### config.mk
export PLATFORM = sky130hd
export DESIGN_NAME = dm_port_arbiter_flat
export DESIGN_NICKNAME = d
export VERILOG_FILES = /design/src/rtl/dm_port_arbiter_if.sv /design/src/rtl/dm_port_arbiter.sv /design/src/flat_wrapper.sv
export SDC_FILE = /design/constraint.sdc
export NUM_CORES = 1
export LEC_CHECK = 0
export ABC_AREA = 1
export CORE_ASPECT_RATIO = 0.5
export CORE_MARGIN = 2
export CORE_UTILIZATION = 43
export CTS_CLUSTER_SIZE = 40
export DETAILED_ROUTE_END_ITERATION = 8
export PLACE_DENSITY_LB_ADDON = 0.08
export SYNTH_ARGS = -nofsm -noshare
export SYNTH_HDL_FRONTEND = slang
export SYNTH_SLANG_ARGS = --single-unit
### constraint.sdc
create_clock -name clk -period 1.93 [get_ports clk]
set_input_delay 0.193 -clock clk [delete_from_list [all_inputs] [get_ports clk]]
set_output_delay 0.193 -clock clk [all_outputs]
set_load 0.005 [all_outputs]
### src/rtl/dm_port_arbiter_if.sv
// rtl/dm_port_arbiter_if.sv - requester and data-memory bus bundle for dm_port_arbiter
//
// Groups both requester handshakes and the single-port DM connection.
//   slave  : arbiter side (takes requests and dm_dout, drives acks, rdata and the DM controls)
//   master : requester/memory side (drives requests and dm_dout, observes the rest)
// Requester signals per port n (0 = CPU load/store, 1 = DMA/debug loader):
//   reqn, wen, addrn, wdatan, ben -> arbiter ; ackn, rdatan <- arbiter
// Memory signals: dm_addr, dm_din, dm_we -> DM ; dm_dout <- DM
interface dm_port_arbiter_if #(
    parameter int ADDR_W = 10
);
    logic              req0;
    logic              req1;
    logic              we0;
    logic              we1;
    logic [ADDR_W-1:0] addr0;
    logic [ADDR_W-1:0] addr1;
    logic [31:0]       wdata0;
    logic [31:0]       wdata1;
    logic [3:0]        be0;
    logic [3:0]        be1;
    logic              ack0;
    logic              ack1;
    logic [31:0]       rdata0;
    logic [31:0]       rdata1;
    logic [ADDR_W-1:0] dm_addr;
    logic [31:0]       dm_din;
    logic              dm_we;
    logic [31:0]       dm_dout;

    modport slave (
        input  req0, req1, we0, we1, addr0, addr1, wdata0, wdata1, be0, be1, dm_dout,
        output ack0, ack1, rdata0, rdata1, dm_addr, dm_din, dm_we
    );

    modport master (
        output req0, req1, we0, we1, addr0, addr1, wdata0, wdata1, be0, be1, dm_dout,
        input  ack0, ack1, rdata0, rdata1, dm_addr, dm_din, dm_we
    );
endinterface

### src/rtl/dm_port_arbiter.sv
// rtl/dm_port_arbiter.sv - two-port arbiter and cycle sequencer for the single-port data memory
//
// Shares one 1024 x 32 DM (synchronous write, registered read when not writing)
// between port 0 (CPU) and port 1 (DMA/debug). Byte-enable stores are done as
// read-modify-write. This block is the only driver of the DM address, data and write enable.
// Ports:
//   clk   : system clock, rising edge
//   rstn  : asynchronous reset, active low
//   bus   : dm_port_arbiter_if.slave (both requester handshakes and the DM connection)
//   busy  : high whenever an operation is in flight (state != IDLE)
module dm_port_arbiter #(
    parameter int ADDR_W = 10,
    parameter bit RR_EN  = 1'b1
) (
    input  logic                  clk,
    input  logic                  rstn,
    dm_port_arbiter_if.slave      bus,
    output logic                  busy
);

    typedef enum logic [2:0] {
        S_IDLE,
        S_RD,
        S_WR,
        S_RMW_RD,
        S_MRG,
        S_DONE
    } state_t;

    state_t            state;
    state_t            state_nxt;

    logic              last_q;     // port granted most recently (round-robin pointer)
    logic              gnt_q;      // port owning the operation in flight
    logic              we_q;
    logic [ADDR_W-1:0] addr_q;
    logic [31:0]       wdata_q;
    logic [3:0]        be_q;
    logic [31:0]       rdata0_q;
    logic [31:0]       rdata1_q;

    logic              grant_valid;
    logic              grant_port;
    logic              sel_we;
    logic [ADDR_W-1:0] sel_addr;
    logic [31:0]       sel_wdata;
    logic [3:0]        sel_be;
    logic [31:0]       merged;
    logic              done_rd;

    // Arbitration: a tie goes to the port not granted last, or always to port 0
    // when round-robin is disabled.
    always_comb begin
        grant_valid = bus.req0 | bus.req1;
        if (bus.req0 && bus.req1) begin
            grant_port = RR_EN ? ~last_q : 1'b0;
        end else begin
            grant_port = bus.req1;
        end
        sel_we    = grant_port ? bus.we1    : bus.we0;
        sel_addr  = grant_port ? bus.addr1  : bus.addr0;
        sel_wdata = grant_port ? bus.wdata1 : bus.wdata0;
        sel_be    = grant_port ? bus.be1    : bus.be0;
    end

    always_comb begin
        state_nxt = state;
        case (state)
            S_IDLE: begin
                if (grant_valid) begin
                    if (!sel_we) begin
                        state_nxt = S_RD;
                    end else if (sel_be == 4'hF) begin
                        state_nxt = S_WR;
                    end else if (sel_be == 4'h0) begin
                        // nothing to store, but the requester still needs its ack
                        state_nxt = S_DONE;
                    end else begin
                        state_nxt = S_RMW_RD;
                    end
                end
            end
            S_RD:     state_nxt = S_DONE;
            S_WR:     state_nxt = S_DONE;
            S_RMW_RD: state_nxt = S_MRG;
            S_MRG:    state_nxt = S_DONE;
            S_DONE:   state_nxt = S_IDLE;
            default:  state_nxt = S_IDLE;
        endcase
    end

    // In MRG the DM output holds the old word read during RMW_RD.
    always_comb begin
        merged = '0;
        for (int i = 0; i < 4; i++) begin
            merged[8*i +: 8] = be_q[i] ? wdata_q[8*i +: 8] : bus.dm_dout[8*i +: 8];
        end
    end

    assign done_rd     = (state == S_DONE) && !we_q;
    assign busy        = (state != S_IDLE);
    assign bus.dm_addr = addr_q;
    assign bus.dm_we   = (state == S_WR) || (state == S_MRG);
    assign bus.dm_din  = (state == S_WR)  ? wdata_q :
                         (state == S_MRG) ? merged  : 32'h0;
    assign bus.ack0    = (state == S_DONE) && !gnt_q;
    assign bus.ack1    = (state == S_DONE) &&  gnt_q;
    // Read data is live from the DM in the ack cycle, then held from the capture register.
    assign bus.rdata0  = (done_rd && !gnt_q) ? bus.dm_dout : rdata0_q;
    assign bus.rdata1  = (done_rd &&  gnt_q) ? bus.dm_dout : rdata1_q;

    always_ff @(posedge clk or negedge rstn) begin
        if (!rstn) begin
            state    <= S_IDLE;
            last_q   <= 1'b1;
            gnt_q    <= 1'b0;
            we_q     <= 1'b0;
            addr_q   <= '0;
            wdata_q  <= '0;
            be_q     <= '0;
            rdata0_q <= '0;
            rdata1_q <= '0;
        end else begin
            state <= state_nxt;
            if (state == S_IDLE && grant_valid) begin
                gnt_q   <= grant_port;
                last_q  <= grant_port;
                we_q    <= sel_we;
                addr_q  <= sel_addr;
                wdata_q <= sel_wdata;
                be_q    <= sel_be;
            end
            if (done_rd) begin
                if (gnt_q) begin
                    rdata1_q <= bus.dm_dout;
                end else begin
                    rdata0_q <= bus.dm_dout;
                end
            end
        end
    end

endmodule
### src/flat_wrapper.sv
// flat-port wrapper written by rule: the top's interface ports become plain ports
module dm_port_arbiter_flat 
#(
    parameter int ADDR_W = 10,
    parameter bit RR_EN  = 1'b1
)
  (clk, rstn, busy, bus_req0, bus_req1, bus_we0, bus_we1, bus_addr0, bus_addr1, bus_wdata0, bus_wdata1, bus_be0, bus_be1, bus_dm_dout, bus_ack0, bus_ack1, bus_rdata0, bus_rdata1, bus_dm_addr, bus_dm_din, bus_dm_we);
  dm_port_arbiter_if #(.ADDR_W(ADDR_W)) bus_i ();
  input  logic clk;
  input  logic rstn;
  output logic busy;
  input wire logic [$bits(bus_i.req0)-1:0] bus_req0;
  input wire logic [$bits(bus_i.req1)-1:0] bus_req1;
  input wire logic [$bits(bus_i.we0)-1:0] bus_we0;
  input wire logic [$bits(bus_i.we1)-1:0] bus_we1;
  input wire logic [$bits(bus_i.addr0)-1:0] bus_addr0;
  input wire logic [$bits(bus_i.addr1)-1:0] bus_addr1;
  input wire logic [$bits(bus_i.wdata0)-1:0] bus_wdata0;
  input wire logic [$bits(bus_i.wdata1)-1:0] bus_wdata1;
  input wire logic [$bits(bus_i.be0)-1:0] bus_be0;
  input wire logic [$bits(bus_i.be1)-1:0] bus_be1;
  input wire logic [$bits(bus_i.dm_dout)-1:0] bus_dm_dout;
  output wire logic [$bits(bus_i.ack0)-1:0] bus_ack0;
  output wire logic [$bits(bus_i.ack1)-1:0] bus_ack1;
  output wire logic [$bits(bus_i.rdata0)-1:0] bus_rdata0;
  output wire logic [$bits(bus_i.rdata1)-1:0] bus_rdata1;
  output wire logic [$bits(bus_i.dm_addr)-1:0] bus_dm_addr;
  output wire logic [$bits(bus_i.dm_din)-1:0] bus_dm_din;
  output wire logic [$bits(bus_i.dm_we)-1:0] bus_dm_we;
  assign bus_i.req0 = bus_req0;
  assign bus_i.req1 = bus_req1;
  assign bus_i.we0 = bus_we0;
  assign bus_i.we1 = bus_we1;
  assign bus_i.addr0 = bus_addr0;
  assign bus_i.addr1 = bus_addr1;
  assign bus_i.wdata0 = bus_wdata0;
  assign bus_i.wdata1 = bus_wdata1;
  assign bus_i.be0 = bus_be0;
  assign bus_i.be1 = bus_be1;
  assign bus_i.dm_dout = bus_dm_dout;
  assign bus_ack0 = bus_i.ack0;
  assign bus_ack1 = bus_i.ack1;
  assign bus_rdata0 = bus_i.rdata0;
  assign bus_rdata1 = bus_i.rdata1;
  assign bus_dm_addr = bus_i.dm_addr;
  assign bus_dm_din = bus_i.dm_din;
  assign bus_dm_we = bus_i.dm_we;
  dm_port_arbiter #(.ADDR_W(ADDR_W), .RR_EN(RR_EN)) u_core (.clk(clk), .rstn(rstn), .bus(bus_i), .busy(busy));
endmodule
==> impl_metrics.ini, run 1 <==
[placed_design]
numPlacedInstances = 1086
placed_area_um2 = 8277
place_congestion = 0.8414
placement.io_buffers = 239
detailed_place_hpwl_um = 12550

[timing]
setup_violations = 93
final_min_period_over_clock_period_pct = 112.9
final_period_minus_worst_setup_slack_ns = 2.179
achievable-frequency_ghz = 0.4590
setup_tns_ns = -12.16
worst_max_slew_margin_expressed_relative_to_the_limit_pct = 48.34
setup_ws_ns = -0.2485
final-hold-violation-count = 0
max_slew_violations = 0
rsz_0062_raised_after_global_routing = true
tightestPinTransition_ns = 0.7738
final.setup_skew_ns = 0.009467

[worst_setup_path]
critPathLaunchType = flip-flop
category_of_the_worst_setup_path_capture_point = output pin
slowest_stage = sky130_fd_sc_hd__dfrtp_1
crit_path_cell_trace = inv_2 > nor2_2 > nand2_2 > nor2_4 > nand2_4 > buf_12 > nand2_1 > o21ai_2 > dlygate4sd2_1
kind_of_cell_adding_the_most_delay_to_the_critical_path = simple AND/OR/NAND/NOR gates
crit_path_max_fanout = 36
critical_path_required_ns = 1.74
worstPathArrival_ns = 1.99
total_buffers_and_inverters_traversed_by_the_critical_path = 3
critical-path-max-stage-delay_ns = 0.37
worst-setup-path-type = reg -> out

[pwr]
p_total_mw = 16.51
internal_power_mw = 10.15
share_seq_of_total_power_pct = 27.1
total_switching_power_mw = 6.366
power.clock.fraction_pct = 21.1
power-per-cell-area_nw_per_um2 = 1693
peakVddDrop_v = 0.0009226
power_switching_share_pct = 38.55
total_leakage_power_nw = 4.640
combinationalPowerShare_pct = 51.8

[layout]
most_common_library_cell_in_the_layout_ignoring_fill_and_taps = sky130_fd_sc_hd__clkdlybuf4s50_1
antenna_cells_inserted = 0
fin_cells = 1169
postLayoutCoreUtil_pct = 77.27
net_count_of_the_finished_layout = 1116
final_area_um2 = 9757
syn_to_final_growth_pct = 75.55
mostFrequentLayoutCells = 138 x sky130_fd_sc_hd__clkdlybuf4s50_1, 120 x sky130_fd_sc_hd__nand2_1, 115 x sky130_fd_sc_hd__dfrtp_1
layout-drive-gt1-share_pct = 33.13

[synth]
cell_variety_after_synth = 21
synth_warnings = 0
synthesis.area_um2 = 5558
synth_nets = 822
syn_inst = 692
syn_avg_cell_area_um2 = 8.032
ys_ff_latch = 116
yosys-top-cells-area = sky130_fd_sc_hd__dfrtp_1 52%, sky130_fd_sc_hd__o21ai_0 13%, sky130_fd_sc_hd__nand2_1 11%
synth_largest_area_cell = sky130_fd_sc_hd__dfrtp_1
sequential_area_share_after_synthesis_pct = 52.25
synth_top_area_share_pct = 51.78

[cts]
ctsLongestPathBuffers = 2
clock_sink_count = 116
number_of_h_tree_levels = 4
insertion_delay_ns = 0.42
cts_inserted_buffers = 17
ctsRootBufferMaster = sky130_fd_sc_hd__clkbuf_16
tritoncts = done
clkTransAtPathRegs_ns = 0.06

[floorplanning]
dieWidth_um = 164.8
std_cell_rows = 29
coreArea_um2 = 12630
die_area_um2 = 13910
floorplan.io_pins = 240
initial_core_util_pct = 44.02
die-height_um = 84.39

[status]
violations_in_the_final_reports = setup timing
outcome = finished with violations

[drt]
wirelength_um = 20770
dr.first_iter.drc_count = 361
route.detailed.drc = 0
drtAntennaViolNets = 0
first_pass_iters = 5
detail_route.wl_per_cell_um = 17.76
via_count = 6070
post_drt_via_cell_ratio = 5.192

[grt]
first_pass_grt_wire_length_um = 30150
grt_start_max_net_pins = 44
antenna_found_initial = 0
globalRouteTotalUtil_pct = 28.40
globalRoute.totalOverflow = 0
first_global_vias = 5993

[job]
timing.max_cap.violations = 0

[min_path]
hold_class = in -> async
-- registers in the layout (all words and copies together) (netlist names) --
name / flops
u_core.wdata_q: 32
u_core.last_q: 1
u_core.rdata0_q: 32
u_core.rdata1_q: 32
u_core.bus.dm_addr: 10
u_core.we_q: 1
u_core.gnt_q: 1
u_core.be_q: 4
u_core.state: 3
-- power groups by stage --
stage	sequential [mW]	clock, mW	combinational [mW]
after floorplan	4.06	0	3.17
after global placement	4.26	0	6.79
after detailed placement	4.31	0	6.93
after CTS	4.29	3.49	7.32
after global routing	4.59	3.62	9.29
final	4.48	3.49	8.55
-- layout make-up --
class / count / area, µm²
multi-input combinational: 451 / 2798
inverter: 80 / 300.3
tap: 170 / 212.7
clock inverter: 15 / 216.5
fill: 861 / 2870
clock buffer: 17 / 425.4
timing repair buffer: 320 / 2900
sequential: 116 / 2904
-- repair_timing --
action / in CTS / in global routing
hold buffers: 1 / 0
endpoints found under the hold margin: 35 / 0
pin swaps: 2 / 8
buffers inserted: 26 / 26
gates cloned: 1 / 3
setup endpoints to repair: 99 / 99
resized for setup: 338 / 231
-- cells in the mapped netlist (all sizes together) --
| cell type | number |
|---|---|
| nand3 | 7 |
| nand2 | 166 |
| a21oi | 3 |
| clkbuf | 18 |
| buf | 27 |
| dfstp | 1 |
| dfrtp | 115 |
| nor2 | 55 |
| inv | 80 |
| o22ai | 32 |
| o21ai | 188 |
-- final timing paths --
kind	startpoint	to	slack, ns	cells past startpoint
hold reg to reg	u_core.rdata0_q[31]$_DFFE_PN0P_	u_core.rdata0_q[31]$_DFFE_PN0P_	0.47	2
max in group asynchronous	rstn	u_core.last_q$_DFFE_PN1P_	0.96	3
setup / recovery	u_core.state[2]$_DFFE_PN0P_	bus_rdata1[28]	-0.25	9
setup reg to reg	u_core.state[2]$_DFFE_PN0P_	u_core.rdata1_q[5]$_DFFE_PN0P_	0.08	13
min in group clk	bus_addr1[7]	u_core.bus.dm_addr[7]$_DFFE_PN0P_	0.38	3
hold / removal	rstn	u_core.rdata1_q[12]$_DFFE_PN0P_	0.30	2
-- logic make-up (layout without fill, tap and decap cells) --
group / after synthesis / count (layout) / synth area share (%)
DFF: 116 / 116 / 52.25
AOI/OAI and AO/OA: 223 / 223 / 22.13
and+or+nand+nor: 228 / 228 / 16.10
buffers and inverters: 125 / 432 / 9.523
-- layer usage --
metal	up-vias	wire (µm)	global-route usage [%]
li1	2846	-	-
met1	2936	8313	33.87
met2	249	10370	49.68
met3	39	1672	8.103
met4	0	414	9.565
met5	-	0	0
-- metrics by stage --
| step | hold slack, ns | worst slack (ns) |
|---|---|---|
| final | 0.2992 | -0.2485 |
| after global routing | 0.3565 | -0.3162 |
| after CTS | 0.3096 | -0.4492 |
| after detailed placement | 0.2013 | -0.1325 |
| after global placement | 0.2022 | -0.06429 |
| after floorplan | -0.1026 | 0.5285 |
Note: power is estimated with default switching activity, not from simulation.
==> run 2: changes to the inputs <==
--- a/config.mk
+++ b/config.mk
@@ -9,7 +9,7 @@
 export CORE_ASPECT_RATIO = 0.5
 export CORE_MARGIN = 2
 export CORE_UTILIZATION = 43
-export CTS_CLUSTER_SIZE = 40
+export CTS_CLUSTER_SIZE = 14
 export DETAILED_ROUTE_END_ITERATION = 8
 export PLACE_DENSITY_LB_ADDON = 0.08
 export SYNTH_ARGS = -nofsm -noshare
==> results of run 2 <==
Same layout as run 1: the final DEF is identical, and so are final timing and power.
==> patch 1 (settings of run 1) <==
`RR_EN` is set to 1'b1 in 2 places; all go to 1'b0.
--- a/src/rtl/dm_port_arbiter.sv
+++ b/src/rtl/dm_port_arbiter.sv
@@ -10,7 +10,7 @@
 //   busy  : high whenever an operation is in flight (state != IDLE)
 module dm_port_arbiter #(
     parameter int ADDR_W = 10,
-    parameter bit RR_EN  = 1'b1
+    parameter bit RR_EN  = 1'b0
 ) (
     input  logic                  clk,
     input  logic                  rstn,
--- a/src/flat_wrapper.sv
+++ b/src/flat_wrapper.sv
@@ -2,7 +2,7 @@
 module dm_port_arbiter_flat 
 #(
     parameter int ADDR_W = 10,
-    parameter bit RR_EN  = 1'b1
+    parameter bit RR_EN  = 1'b0
 )
   (clk, rstn, busy, bus_req0, bus_req1, bus_we0, bus_we1, bus_addr0, bus_addr1, bus_wdata0, bus_wdata1, bus_be0, bus_be1, bus_dm_dout, bus_ack0, bus_ack1, bus_rdata0, bus_rdata1, bus_dm_addr, bus_dm_din, bus_dm_we);
   dm_port_arbiter_if #(.ADDR_W(ADDR_W)) bus_i ();
Check against the original RTL: not equivalent (Yosys sat finds a counterexample within 4 cycles, from zero or initial values and one cycle with rstn low).
==> patch 1 against run 1 <==
- the flow still finishes with violations (setup timing)
- sequential cell count decreased by 1
- wire length is 19% higher
- largest cell class is now multi-input combinational cells
- fmax rose by 1.2%
- largest power group unchanged
- cell area grew 10%
- highest routed layer unchanged
- worst setup slack gained 26 ps
- critical path type unchanged
- total power up 10%
- final cell count is 4.4% higher
- via count rose by 7.1%
- synthesized area is 4.6% higher
==> patch 1: results <==
group,metric,value,unit
yosys,ys_top_cells_by_count,"nand2_1 (199), o21ai_0 (132), dfrtp_1 (115), nor2_1 (85), inv_1 (71)",
grt,antenna_found_initial,1,
yosys,syn-instance-count,717,
routing,drt_first_pass_iters,5,
yosys,syn_nets,847,
critical_path,max_stage_delay,410,ps
place,gp_congestion,0.800,
grt,grt_pass1_wl,33.0,mm
grt,met1_usage,0.370,
clocking,cts-root-buf,"clkbuf_16",
grt,grt_util_all_layers,0.301,
yosys,synth.area.top_cells,"dfrtp_1 (50%), nand2_1 (13%), o21ai_0 (11%)",
run_status,status,"complete, but fails checks",
finish,layoutNonFillerInstCount,1221,
critical_path,slowest_stage,"dfrtp_1",
yosys,synth-seq-area-share,0.495,
place,placed_area,8610,µm²
place,io_buffers,239,
critical_path,cp.arrival,1960,ps
sta,skew,12.7,ps
finish,reg_top3,"u_core.rdata0_q: 32 flops, u_core.rdata1_q: 32 flops, u_core.wdata_q: 32 flops",
routing,vias,6504,
grt,grt_max_degree,52,
clocking,insertion_delay,410,ps
critical_path,reg2reg_to,"u_core.wdata_q[13]",
critical_path,reg2reg_depth,10,
place,dp_cells,1119,
routing,drt_iter0_drc,384,
yosys,ys_warn_count,0,
power,vdd_drop_max,0.964,mV
routing,wl,24.6,mm
sta,finalSetupTns,-10550,ps
grt,grt_pass1_vias,6198,
critical_path,r2r_slack,220,ps
critical_path,r2r_start,"u_core.state[1]",
floorplanning,core-area,12900,µm²
yosys,ys.flop_type,"dfrtp_1",
yosys,yosysUniqueCellTypes,21,
clocking,clock_path_buffers,2,
sta,layout_setup_ws,-222,ps
grt,grtUsageMet2,0.500,
min_path,hp-class,"primary input to async pin",
power,p_leak,5.13,nW
place,dp_hpwl,12.9,mm
run_status,failed_checks,"setup timing",
critical_path,cp_top_family,"buffers and inverters",
place,pre_cts_ws,-106,ps
sta,worst_slew_pin_slew,602,ps
critical_path,worstPathMaxFanout,4,
finish,drive_above_1_share,0.441,
finish,fillers,751,
grt,grt_use_met3,0.104,
sta,setup_viol,97,
clocking,clk_pin_slew,60,ps
yosys,async_reset_ff_frac,1.00,
clocking,h-tree-depth,4,
clocking,numCtsBuffers,17,
critical_path,crit_path_end,"bus_dm_din[15]",
critical_path,critPathLaunch,"u_core.state[2]",
==> patch 1: cell families after synthesis <==
logic type | count (synthesis) | synth area share
buffers and inverters | 119 | 0.0919
and+or+nand+nor | 304 | 0.205
AOI/OAI and AO/OA | 179 | 0.208
DFF | 115 | 0.495
==> patch 1: what timing repair did <==
action | 4_1_cts | 5_1_grt
gates cloned | 9 | 4
resized for setup | 558 | 224
endpoints found under the setup margin | 100 | 97
endpoints found under the hold margin | 39 | 0
buffers inserted | 30 | 28
pin swaps | 12 | 14
hold buffers | 1 | 0
==> patch 1: final cells by class <==
cell class,count,area (µm²),share of cell area
Timing Repair Buffer,346,3340,0.311
Inverter,74,280,0.0261
Tap cell,170,213,0.0198
Clock inverter,12,155,0.0144
Sequential cell,115,2880,0.268
Multi-Input combinational cell,483,3420,0.318
Antenna cell,1,2.50,0.000233
Clock buffer,20,457,0.0425
==> patch 1: worst min path at each step <==
| stage | start | slack [ps] | endpoint |
|---|---|---|---|
| CTS | rstn | 350 | u_core.rdata1_q[16] |
| finish | rstn | 350 | u_core.rdata1_q[16] |
| detailed placement | rstn | 220 | u_core.rdata1_q[16] |
| global placement | rstn | 230 | u_core.rdata1_q[16] |
| floorplan | rstn | -100 | u_core.be_q[0] |
| global route | rstn | 380 | u_core.rdata0_q[18] |
==> patch 1: layer usage <==
layer  vias up  part of all wire
met3        77             0.086
met4         0             0.038
met5         -                 0
li1       2956                 -
met1      3148              0.40
met2       323              0.48
==> patch 1: power breakdown <==
group / switching (mW) / internal [mW] / leakage (nW)
registers: 0.954 / 3.62 / 1.41
clock network: 1.21 / 2.10 / 0.296
logic: 5.08 / 5.22 / 3.43
==> patch 2 (settings of run 1) <==
Made on the original files. The 6 states of `state_t` get a one-hot encoding in 6 bits.
--- a/src/rtl/dm_port_arbiter.sv
+++ b/src/rtl/dm_port_arbiter.sv
@@ -18,13 +18,13 @@
     output logic                  busy
 );
 
-    typedef enum logic [2:0] {
-        S_IDLE,
-        S_RD,
-        S_WR,
-        S_RMW_RD,
-        S_MRG,
-        S_DONE
+    typedef enum logic [5:0] {
+        S_IDLE   = 6'b000001,
+        S_RD     = 6'b000010,
+        S_WR     = 6'b000100,
+        S_RMW_RD = 6'b001000,
+        S_MRG    = 6'b010000,
+        S_DONE   = 6'b100000
     } state_t;
 
     state_t            state;
Behaviour: no difference found for any inputs over 4 cycles, from zero or initial values and one cycle with rstn low; so few cycles prove little.
==> patch 2 against run 1 <==
- the flow still finishes with violations (setup timing)
- die area grew 1.3%
- worst setup slack worse by 84 ps
- cell area rose by 4.2%
- sequential cell count up 3
- final cell count down 2.6%
- total power down 13%
- wire length rose by 2.3%
- synthesized area grew 1.4%
==> patch 2: results <==
group,metric,value,unit
clocking,clock_path_buffers,2,
clocking,numCtsBuffers,17,
finish,fillers,797,
sta,hold_slack,168,ps
finish,diodes,0,
power,p_leak,4.60,nW
clocking,cts_resized,242,
power,comb_power,6.55,mW
grt,grt_util_all_layers,0.256,
yosys,synth-seq-area-share,0.529,
critical_path,crit_path_end,"bus_rdata1[29]",
sta,layout_setup_ws,-333,ps
sta,worst_slew_pin_slew,572,ps
yosys,synth_compound_area_frac,0.190,
yosys,synth_fa_ha_area_frac,0,
place,dp_hpwl,12.5,mm
power,switchingPower,5.27,mW
place,dp_cells,1054,
routing,via_per_inst,5.29,
critical_path,reg2reg_to,"u_core.rdata1_q[28]",
power,p_clk_frac,0.242,
yosys,ys_top_cells_by_count,"nand2_1 (131), dfrtp_1 (117), nor2_1 (54), nand3_1 (50), inv_1 (48)",
sta,finalSetupTns,-22040,ps
power,vdd_drop_max,0.711,mV
sta,skew,10.2,ps
run_status,failed_checks,"setup timing",
critical_path,cp.arrival,2070,ps
grt,grt_pass1_wl,28.6,mm
yosys,muxShareOfSynthArea,0,
yosys,ys_warn_count,0,
grt,grt_pass1_vias,5523,
finish,drive_above_1_share,0.398,
grt,grt_max_degree,52,
grt,antenna_found_initial,0,
sta,setup_viol,96,
min_path,hp-class,"primary input to flip-flop",
routing,wl,21.2,mm
critical_path,worstPathMaxFanout,7,
yosys,yosysUniqueCellTypes,25,
critical_path,critPathLaunch,"u_core.state[1]",
place,gp_congestion,0.796,
yosys,syn_nets,773,
routing,drt_iter0_drc,362,
place,placed_area,8410,µm²
finish,regArea,2980,µm²
clocking,post-cts-setup-buffers,12,
run_status,status,"complete, but fails checks",
power,total_power,14.4,mW
place,pre_cts_ws,-178,ps
critical_path,reg2reg_depth,10,
routing,drt-wirelength-per-cell,18.7,µm
yosys,avgSynthCellArea,8.76,µm²
yosys,synth.area.top_cells,"dfrtp_1 (52%), nand2_1 (8.7%), o21ai_2 (4.8%)",
-- patch 2: cell count changes after synthesis, sizes merged, moves of 11 or more --
cell and change:
o21ai -84, nand2 -34, nand3 +47, buf +11, a21oi +31, a31oi +42, inv -30, o22ai -32
clkbuf -12
-- patch 2: layout make-up --
class / count / area share
tap: 170 / 0.0209
timing repair inverter: 1 / 0.000738
timing repair buffer: 337 / 0.308
multi-input combinational: 430 / 0.295
inverter: 50 / 0.0191
sequential: 119 / 0.293
clock inverter: 12 / 0.0197
clock buffer: 20 / 0.0439
-- patch 2: worst max-delay path, stage by stage (launching register included) --
cell,delay [ps]
dfrtp_1,410
nor2_4,180
nand3_2,100
nor2_4,170
nand3_4,150
buf_8,190
buf_4,150
o21ai_4,160
buf_2,150
-- patch 2: per-layer routing --
layer	part of all wire	vias up	global-route usage
li1	-	2797	-
met1	0.43	2973	0.326
met2	0.48	237	0.425
met3	0.071	22	0.0882
met4	0.012	0	0.0648
met5	0	-	0
